**config.mk**
```make
export PLATFORM = sky130hd
export DESIGN_NAME = serial_descrambler_framer
export DESIGN_NICKNAME = d
export VERILOG_FILES = /design/src/rtl/serial_descrambler_framer.sv
export SDC_FILE = /design/constraint.sdc
export NUM_CORES = 1
export LEC_CHECK = 0
export BUFFER_PORTS_ARGS = -buffer_cell sky130_fd_sc_hd__buf_2
export CAP_MARGIN = 20
export CORE_MARGIN = 5
export CORE_UTILIZATION = 61
export DETAILED_ROUTE_END_ITERATION = 8
export GPL_ROUTABILITY_DRIVEN = 0
export GPL_TIMING_DRIVEN = 0
export PLACE_DENSITY = 0.87
export SLEW_MARGIN = 20
export SYNTH_ARGS = -nofsm -noshare
export SYNTH_HDL_FRONTEND = slang
export SYNTH_SLANG_ARGS = --single-unit
export TNS_END_PERCENT = 10
```
**constraint.sdc**
```tcl
create_clock -name clk -period 3.1 [get_ports clk]
set_clock_uncertainty 0.1 [all_clocks]
set_input_delay 0.31 -clock clk [delete_from_list [all_inputs] [get_ports clk]]
set_output_delay 0.31 -clock clk [all_outputs]
set_load 0.03 [all_outputs]
```
**src/rtl/serial_descrambler_framer.sv**
```systemverilog
// Descrambles an x^7+x^6+1 self-synchronizing serial stream and acquires frame alignment
// on a periodic sync word, forwarding only payload bits of locked frames.
`timescale 1ns/1ps

// state     | meaning
// ST_HUNT   | searching every bit for the sync word
// ST_VERIFY | candidate alignment found, confirming at frame boundaries
// ST_LOCK   | aligned, payload forwarded, tolerating up to LOSS_CNT-1 misses
module serial_descrambler_framer #(
    parameter int unsigned         SYNC_LEN    = 16,
    parameter logic [SYNC_LEN-1:0] SYNC_WORD   = 16'hF628,
    parameter int unsigned         FRAME_LEN   = 256,
    parameter int unsigned         CONFIRM_CNT = 2,
    parameter int unsigned         LOSS_CNT    = 3
) (
    input  logic       clk,
    input  logic       rst,
    input  logic       in_valid,
    input  logic       in_scramble_data,
    output logic       out_data,
    output logic       out_valid,
    output logic       frame_start,
    output logic       lock,
    output logic [1:0] sync_state
);

    localparam int unsigned WARM_MAX = 7 + SYNC_LEN;
    localparam int unsigned WARM_W   = $clog2(WARM_MAX + 1);
    localparam int unsigned CNT_W    = $clog2(FRAME_LEN + 1);
    localparam int unsigned CONF_W   = $clog2(CONFIRM_CNT + 1);
    localparam int unsigned MISS_W   = $clog2(LOSS_CNT + 1);

    localparam logic [WARM_W-1:0] WARM_LAST = WARM_W'(WARM_MAX);
    localparam logic [CNT_W-1:0]  FRAME_END = CNT_W'(FRAME_LEN);
    localparam logic [CNT_W-1:0]  PAY_END   = CNT_W'(FRAME_LEN - SYNC_LEN);
    localparam logic [CONF_W-1:0] CONF_TGT  = CONF_W'(CONFIRM_CNT);
    localparam logic [MISS_W-1:0] MISS_TGT  = MISS_W'(LOSS_CNT);

    typedef enum logic [1:0] {
        ST_HUNT   = 2'd0,
        ST_VERIFY = 2'd1,
        ST_LOCK   = 2'd2
    } state_t;

    state_t              state_q, state_d;
    logic [6:0]          sr_q, sr_d;
    // The oldest window bit is only ever needed inside the compare, so it is not stored.
    logic [SYNC_LEN-2:0] win_q, win_d;
    logic [WARM_W-1:0]   warm_cnt_q, warm_cnt_d;
    logic [CNT_W-1:0]    bit_cnt_q, bit_cnt_d;
    logic [CONF_W-1:0]   confirm_q, confirm_d;
    logic [MISS_W-1:0]   miss_q, miss_d;
    logic                out_data_q, out_data_d;
    logic                out_valid_q, out_valid_d;
    logic                frame_start_q, frame_start_d;
    logic                lock_q, lock_d;

    logic                descr;
    logic [SYNC_LEN-1:0] win_nxt;
    logic [WARM_W-1:0]   warm_inc;
    logic                warm;
    logic                match;
    logic [CNT_W-1:0]    nxt;
    logic                boundary;
    logic                payload;
    logic [CONF_W-1:0]   confirm_inc;
    logic [MISS_W-1:0]   miss_inc;

    always_comb begin
        descr       = in_scramble_data ^ sr_q[6] ^ sr_q[5];
        win_nxt     = {win_q, descr};
        warm_inc    = (warm_cnt_q == WARM_LAST) ? WARM_LAST : warm_cnt_q + WARM_W'(1);
        warm        = (warm_inc == WARM_LAST);
        match       = warm && (win_nxt == SYNC_WORD);
        nxt         = bit_cnt_q + CNT_W'(1);
        boundary    = (nxt == FRAME_END);
        payload     = (state_q == ST_LOCK) && (nxt != '0) && (nxt <= PAY_END);
        confirm_inc = confirm_q + CONF_W'(1);
        miss_inc    = miss_q + MISS_W'(1);
    end

    always_comb begin
        state_d       = state_q;
        sr_d          = sr_q;
        win_d         = win_q;
        warm_cnt_d    = warm_cnt_q;
        bit_cnt_d     = bit_cnt_q;
        confirm_d     = confirm_q;
        miss_d        = miss_q;
        out_data_d    = out_data_q;
        out_valid_d   = 1'b0;
        frame_start_d = 1'b0;

        if (in_valid) begin
            sr_d       = {sr_q[5:0], in_scramble_data};
            win_d      = win_nxt[SYNC_LEN-2:0];
            warm_cnt_d = warm_inc;

            if (payload) begin
                out_data_d    = descr;
                out_valid_d   = 1'b1;
                frame_start_d = (nxt == CNT_W'(1));
            end

            case (state_q)
                ST_HUNT: begin
                    bit_cnt_d = '0;
                    if (match) begin
                        confirm_d = CONF_W'(1);
                        state_d   = (CONFIRM_CNT == 1) ? ST_LOCK : ST_VERIFY;
                    end
                end
                ST_VERIFY: begin
                    if (boundary) begin
                        bit_cnt_d = '0;
                        if (match) begin
                            confirm_d = confirm_inc;
                            if (confirm_inc == CONF_TGT) begin
                                state_d = ST_LOCK;
                            end
                        end else begin
                            confirm_d = '0;
                            state_d   = ST_HUNT;
                        end
                    end else begin
                        bit_cnt_d = nxt;
                    end
                end
                ST_LOCK: begin
                    // A missed sync still restarts the frame; alignment is kept until loss.
                    if (boundary) begin
                        bit_cnt_d = '0;
                        if (match) begin
                            miss_d = '0;
                        end else if (miss_inc == MISS_TGT) begin
                            miss_d    = '0;
                            confirm_d = '0;
                            state_d   = ST_HUNT;
                        end else begin
                            miss_d = miss_inc;
                        end
                    end else begin
                        bit_cnt_d = nxt;
                    end
                end
                default: begin
                    bit_cnt_d = '0;
                    state_d   = ST_HUNT;
                end
            endcase
        end

        lock_d = (state_d == ST_LOCK);
    end

    always_ff @(posedge clk or negedge rst) begin
        if (!rst) begin
            state_q       <= ST_HUNT;
            sr_q          <= 7'h7F;
            win_q         <= '0;
            warm_cnt_q    <= '0;
            bit_cnt_q     <= '0;
            confirm_q     <= '0;
            miss_q        <= '0;
            out_data_q    <= 1'b0;
            out_valid_q   <= 1'b0;
            frame_start_q <= 1'b0;
            lock_q        <= 1'b0;
        end else begin
            state_q       <= state_d;
            sr_q          <= sr_d;
            win_q         <= win_d;
            warm_cnt_q    <= warm_cnt_d;
            bit_cnt_q     <= bit_cnt_d;
            confirm_q     <= confirm_d;
            miss_q        <= miss_d;
            out_data_q    <= out_data_d;
            out_valid_q   <= out_valid_d;
            frame_start_q <= frame_start_d;
            lock_q        <= lock_d;
        end
    end

    assign out_data    = out_data_q;
    assign out_valid   = out_valid_q;
    assign frame_start = frame_start_q;
    assign lock        = lock_q;
    assign sync_state  = state_q;

endmodule

```
==> run_results.csv, run 1 <==
group,metric,value,unit
critical_path,rrSetupSlack,190,ps
routing,drtIter0Drc,68,
grt,grt.overflow.total,0,
placement,port_buffers,9,
clock_network,clkLatencyLatePin,300,ps
pwr,p_int,1.378,mW
routing,via_per_inst,5.895,
grt,grt_max_degree,47,
critical_path,cp_slowest_cell,"dfrtp_1",
placement,hpwl,3.265,mm
sta,slew_headroom,46.84,%
clock_network,clockRootBuffer,"clkbuf_8",
run,cap_viol_max_count,0,
logic_synthesis,synthArstFlopShare,100.0,%
hold_path,holdPathEnd,"sr_q[0]",
routing,num_vias,1745,
cells_and_area,area_growth_syn_to_layout,9.543,%
sta,period_share,93.75,%
die,rows,23,
routing,drt-total-wl,4.612,mm
critical_path,required,3190,ps
routing,routedWlPerCell,15.58,µm
critical_path,crit_arrival,3000,ps
cells_and_area,final_area,2700,µm²
clock_network,path_clk_slew,90,ps
cells_and_area,instances_no_fill,296,
pwr,seqPwrFrac,46.1,%
routing,dr.pass1.iters,4,
cells_and_area,n_antenna_cell,0,
critical_path,crit_type,"reg -> reg",
routing,wl_met3,126,µm
placement,post-place-ws,230.7,ps
sta,hold_viol,0,
die,die_h,73.57,µm
cells_and_area,final_common_cell,"dfrtp_1",
pwr,p_per_area,816.5,nW/µm²
clock_network,postCtsSetupRepairBufs,0,
die,fp.coreArea,3971,µm²
grt,antenna_found_initial,0,
die,start_util,62.07,%
grt,grt_first_pass_wirelength,7.955,mm
sta,worstMarginPinSlew,788.8,ps
critical_path,cpPeakStageDelay,450,ps
cells_and_area,layout_common_cells,"dfrtp_1, mux2_2, nand2_1",
critical_path,r2r_start,"bit_cnt_q[1]",
pwr,design_power_total,2.205,mW
sta,max_freq,344.1,MHz
cells_and_area,layout.nets,258,
clock_network,cts_made_buffers,5,
pwr,clockPowerShare,16.8,%
outcome,status,"completed",
pwr,power.switching,0.8267,mW
critical_path,critPathLaunchType,"flip-flop",
routing,m1WireLength,2.105,mm
clock_network,htreeDepth,2,
grt,grt_pass1_vias,1743,
logic_synthesis,synth_seq_cells,46,
die,io_pins,10,
pwr,pwr-share-comb,37.1,%
placement,dpl_cell_area,2572,µm²
clock_network,cts_tree,"yes",
critical_path,worstRegToRegCells,8,
sta,setup_slack,193.6,ps
sta,setup-tns-final,0,ps
logic_synthesis,synth_edf_count,0,
critical_path,end_kind,"flip-flop",
cells_and_area,multi_input_area,1194,µm²
critical_path,r2r-end,"confirm_q[1]",
logic_synthesis,syn_inst,227,
grt,grt_usage,18.89,%
logic_synthesis,synth_area,2465,µm²
sta,rsz0062_at_grt,"no",
die,fp.dieW,73.57,µm
logic_synthesis,yosys_warnings,0,
cells_and_area,drive_gt1_share,26.42,%
critical_path,cp_max_fo,7,
clock_network,ctsHoldBuffers,0,
sta,setup_viol,0,
sta,period_minus_slack,2906,ps
critical_path,path_cells,"ha_1 > and3_1 > a31oi_1 > or3_4 > or2_1 > nor4_1 > o211ai_2 > mux2_1",
cells_and_area,regArea,1160,µm²
clock_network,cts.sinks,46,
hold_path,worstHoldStart,"in_scramble_data",
hold_path,holdPathStages,2,
critical_path,crit_path_start,"bit_cnt_q[1]",
cells_and_area,nFillCells,297,
pwr,switching_share,37.50,%
die,dieArea,5412,µm²
pwr,peakVddDrop,0.0005813,V
placement,dp.cells,286,
logic_synthesis,ys_seq_area_share,47.06,%
logic_synthesis,ys_dominant_reg_cell,"dfrtp_1",
logic_synthesis,synth_nets,240,
logic_synthesis,syn_avg_cell_area,10.86,µm²
logic_synthesis,ys_types,56,
hold_path,hp-class,"in -> reg",
routing,top_layer_used,"met4",
clock_network,cts.path.max_buffers,2,
clock_network,cts_resized,0,
routing,drc,0,
routing,met2_length,2.300,mm
pwr,p_leak,1.145,nW
routing,ant_nets,0,
sta,slew_violations,0,
==> through the flow <==
step	hold slack (ps)	utilization, %
after floorplan	-85.59	-
after global placement	374.9	64.78
after detailed placement	387.5	64.78
after CTS	90.95	67.04
after global routing	186.9	67.99
final	188.6	67.99
==> power groups by stage <==
stage	combinational, mW	sequential, mW	clock [mW]
4_1_cts	0.816	1.01	0.381
6_report	0.818	1.02	0.370
2_1_floorplan	0.572	1.04	0
5_1_grt	0.907	1.04	0.401
3_3_place_gp	0.769	1.01	0
3_5_place_dp	0.814	1.02	0
==> synth_stat cells (2+ instances only) <==
library cell,count,area share (%)
inv_1,17,2.6
nand3_1,8,1.6
mux2i_1,2,0.81
mux2_2,23,11
buf_2,2,0.41
xnor2_1,8,2.8
o21ai_0,9,1.8
ha_1,9,4.6
nand2_1,21,3.2
dfstp_2,7,7.5
nand3b_1,3,0.91
o31ai_1,3,0.91
mux2_1,2,0.91
buf_1,3,0.46
and3_1,2,0.51
nor3_1,4,0.81
o21a_1,2,0.61
dfrtp_1,39,40
a21oi_1,6,1.2
and4b_1,2,0.81
o22ai_1,5,1.3
nor2_1,11,1.7
nor4_1,3,0.76
clkbuf_1,2,0.30
nand4_1,2,0.51
nand2b_1,2,0.51
==> kinds of logic after synthesis <==
family                   after synthesis  synth area share, %
AND/OR/NAND/NOR                       71                16.14
buffers and inverters                 26                4.518
XOR/XNOR                               8                2.843
adder cells (fa/ha/maj)                9                4.569
AO/OA/AOI/OAI                         39                12.03
multiplexers                          28                12.84
flip-flops                            46                47.06
==> sequential cells by signal, indices dropped and copies added (netlist names), 2 cells and up <==
name        cells
warm_cnt_q      5
sync_state      2
confirm_q       2
bit_cnt_q       9
miss_q          2
sr_q            7
win_q          15
==> worst max path at each step <==
stage	to	slack, ps	depth (start not counted)
6_report	confirm_q[1]	190	8
5_1_grt	bit_cnt_q[2]	3	8
4_1_cts	confirm_q[0]	210	8
3_5_place_dp	confirm_q[1]	230	8
3_3_place_gp	confirm_q[1]	300	8
2_1_floorplan	confirm_q[0]	520	8
==> layout make-up <==
type                       count  area share, %
sequential                    46          42.96
inverter                      17          2.363
clock buffer                   5          2.549
timing repair buffer          11          3.058
tap                           50          2.317
multi-input combinational    155          44.21
buffer                         9          1.761
clock inverter                 3         0.7878
==> worst max-delay path, delay by kind of cell (launching register included) <==
family / cells / cell delay, ps
AO/OA/AOI/OAI: 2 / 260
adder cells (fa/ha/maj): 1 / 300
flip-flops: 1 / 450
multiplexers: 1 / 330
AND/OR/NAND/NOR: 4 / 1360
==> per-layer routing <==
| layer | vias to the layer above | global-route usage (%) |
|---|---|---|
| met1 | 870 | 24.69 |
| met2 | 20 | 30.81 |
| met4 | 0 | 8.048 |
| li1 | 847 | - |
| met5 | - | 0 |
| met3 | 8 | 3.283 |
Power figures use the tool's default switching activity.
==> run 2, diff against run 1 <==
CORE_UTILIZATION = 60   (was 61)
PLACE_DENSITY = 0.86   (was 0.87)
==> run 2 against run 1 <==
  * First-iteration DRC count increased by 71%
  * Global-route usage shrank 0.45 points
  * Sequential share of layout area is 0.40 points higher
  * Total power is 0.39% lower
  * Fmax up 1.2%
  * Register-to-register slack gained 30 ps
  * Combinational power fell by 2%
==> run_results.csv, run 2 (same netlist as run 1, synthesis figures left out) <==
group,metric,value,unit
cells_and_area,largest_reg_flops,15,
sta,slew_headroom,50.56,%
cells_and_area,final_common_cell,"dfrtp_1",
routing,ant_nets,0,
clock_network,cts_made_buffers,5,
cells_and_area,regMostFlops,"win_q",
sta,max_freq,348.1,MHz
cells_and_area,instances_no_fill,295,
routing,num_vias,1736,
critical_path,critPathLaunchType,"flip-flop",
die,fp.dieW,74.10,µm
cells_and_area,layout_common_cells,"dfrtp_1, mux2_2, nand2_1",
cells_and_area,n_antenna_cell,0,
hold_path,hp-class,"in -> reg",
pwr,p_per_area,820.9,nW/µm²
die,start_util,61.62,%
cells_and_area,drive_gt1_share,26.12,%
clock_network,htreeDepth,2,
sta,rsz0062_at_grt,"no",
sta,setup_slack,227.0,ps
clock_network,cts_tree,"yes",
critical_path,path_cells,"ha_1 > and3_1 > a31oi_1 > or3_4 > or2_1 > nor4_1 > o211ai_2 > mux2_1",
die,rows,23,
die,die_h,74.10,µm
placement,post-place-ws,265.8,ps
grt,grt_max_degree,47,
grt,grt.overflow.total,0,
grt,grt_usage,18.44,%
critical_path,crit_family,"simple AND/OR/NAND/NOR gates",
critical_path,cp_max_fo,7,
routing,routedWlPerCell,15.20,µm
grt,antenna_found_initial,0,
critical_path,cpPeakStageDelay,450,ps
critical_path,required,3210,ps
routing,drc,0,
routing,dr.pass1.iters,4,
run,cap_viol_max_count,0,
routing,drt-total-wl,4.483,mm
sta,worstMarginPinSlew,733.5,ps
sta,whs,152.8,ps
cells_and_area,layout.nets,257,
placement,dp.cells,286,
critical_path,critical_path_buf_inv_count,0,
die,dieArea,5490,µm²
placement,port_buffers,9,
sta,setup_viol,0,
grt,grt_pass1_vias,1688,
clock_network,path_clk_slew,90,ps
critical_path,cp_slowest_cell,"dfrtp_1",
clock_network,cts_resized,0,
sta,period_minus_slack,2873,ps
critical_path,crit_type,"reg -> reg",
sta,hold_viol,0,
grt,grt_first_pass_wirelength,7.707,mm
sta,setup-tns-final,0,ps
critical_path,crit_arrival,2980,ps
pwr,p_leak,1.133,nW
cells_and_area,largest_registers,"win_q: 15 flops, bit_cnt_q: 9 flops, sr_q: 7 flops",
outcome,status,"completed",
routing,drtIter0Drc,116,
sta,slew_violations,0,
routing,via_per_inst,5.885,
clock_network,cts.path.max_buffers,2,
clock_network,cts.sinks,46,
die,io_pins,10,
sta,period_share,92.68,%
placement,hpwl,3.115,mm
clock_network,postCtsSetupRepairBufs,0,
pwr,peakVddDrop,0.0005194,V
die,fp.coreArea,4000,µm²
cells_and_area,area_growth_syn_to_layout,8.528,%
critical_path,end_kind,"flip-flop",
clock_network,clockRootBuffer,"clkbuf_8",
clock_network,clkLatencyLatePin,320,ps
## run 2: changes by cell type in the layout (fill, tap and decap cells not counted)
cell and change:
buf_16 -1, buf_2 -1, buf_4 +1
## run 2: final cells by class
class	count	area (µm²)
fill	293	1325
multi-input combinational	155	1194
sequential	46	1160
clock buffer	5	68.82
inverter	17	63.81
tap	50	62.56
timing repair buffer	10	57.56
buffer	9	47.55
clock inverter	3	21.27
## run 2: worst reg2reg max path, cell delays in order (launching register included)
cell and delay (ps):
dfrtp_1 450, ha_1 300, and3_1 280, a31oi_1 120, or3_4 420, or2_1 270, nor4_1 360, o211ai_2 140
mux2_1 330
## run 2: per-stage QoR
step	utilization, %	instance area (µm²)	total power, mW
5_1_grt	66.88	2675	2.351
2_1_floorplan	-	2465	1.613
4_1_cts	66.56	2663	2.200
3_5_place_dp	64.31	2572	1.822
6_report	66.88	2675	2.196
3_3_place_gp	64.31	2572	1.779
## run 2: final timing paths
path	depth (start not counted)	endpoint	startpoint	slack, ps
max in group asynchronous	2	warm_cnt_q[0]	rst	2090
max	8	confirm_q[0]	bit_cnt_q[1]	230
min	2	sr_q[0]	in_scramble_data	150
min reg2reg	1	confirm_q[1]	confirm_q[1]	400
max reg2reg	8	confirm_q[0]	bit_cnt_q[1]	230
min in group asynchronous	2	bit_cnt_q[2]	rst	420
## run 2: what timing repair did
item / in CTS / in global routing
endpoints found under the setup margin: 0 / 0
hold buffers: 0 / 1
hold endpoints to repair: 0 / 39
## run 2: power breakdown
group | switching [mW] | internal, mW
registers | 0.187 | 0.829
clock network | 0.220 | 0.159
logic | 0.415 | 0.386
total | 0.822 | 1.37
## run 2: per-layer routing
metal  wire (µm)  GRT usage [%]  vias up
li1            -              -      844
met1        2064          23.59      854
met2        2157          30.22       30
met3         168          3.649        8
met4          93          8.451        0
met5           0              0        -
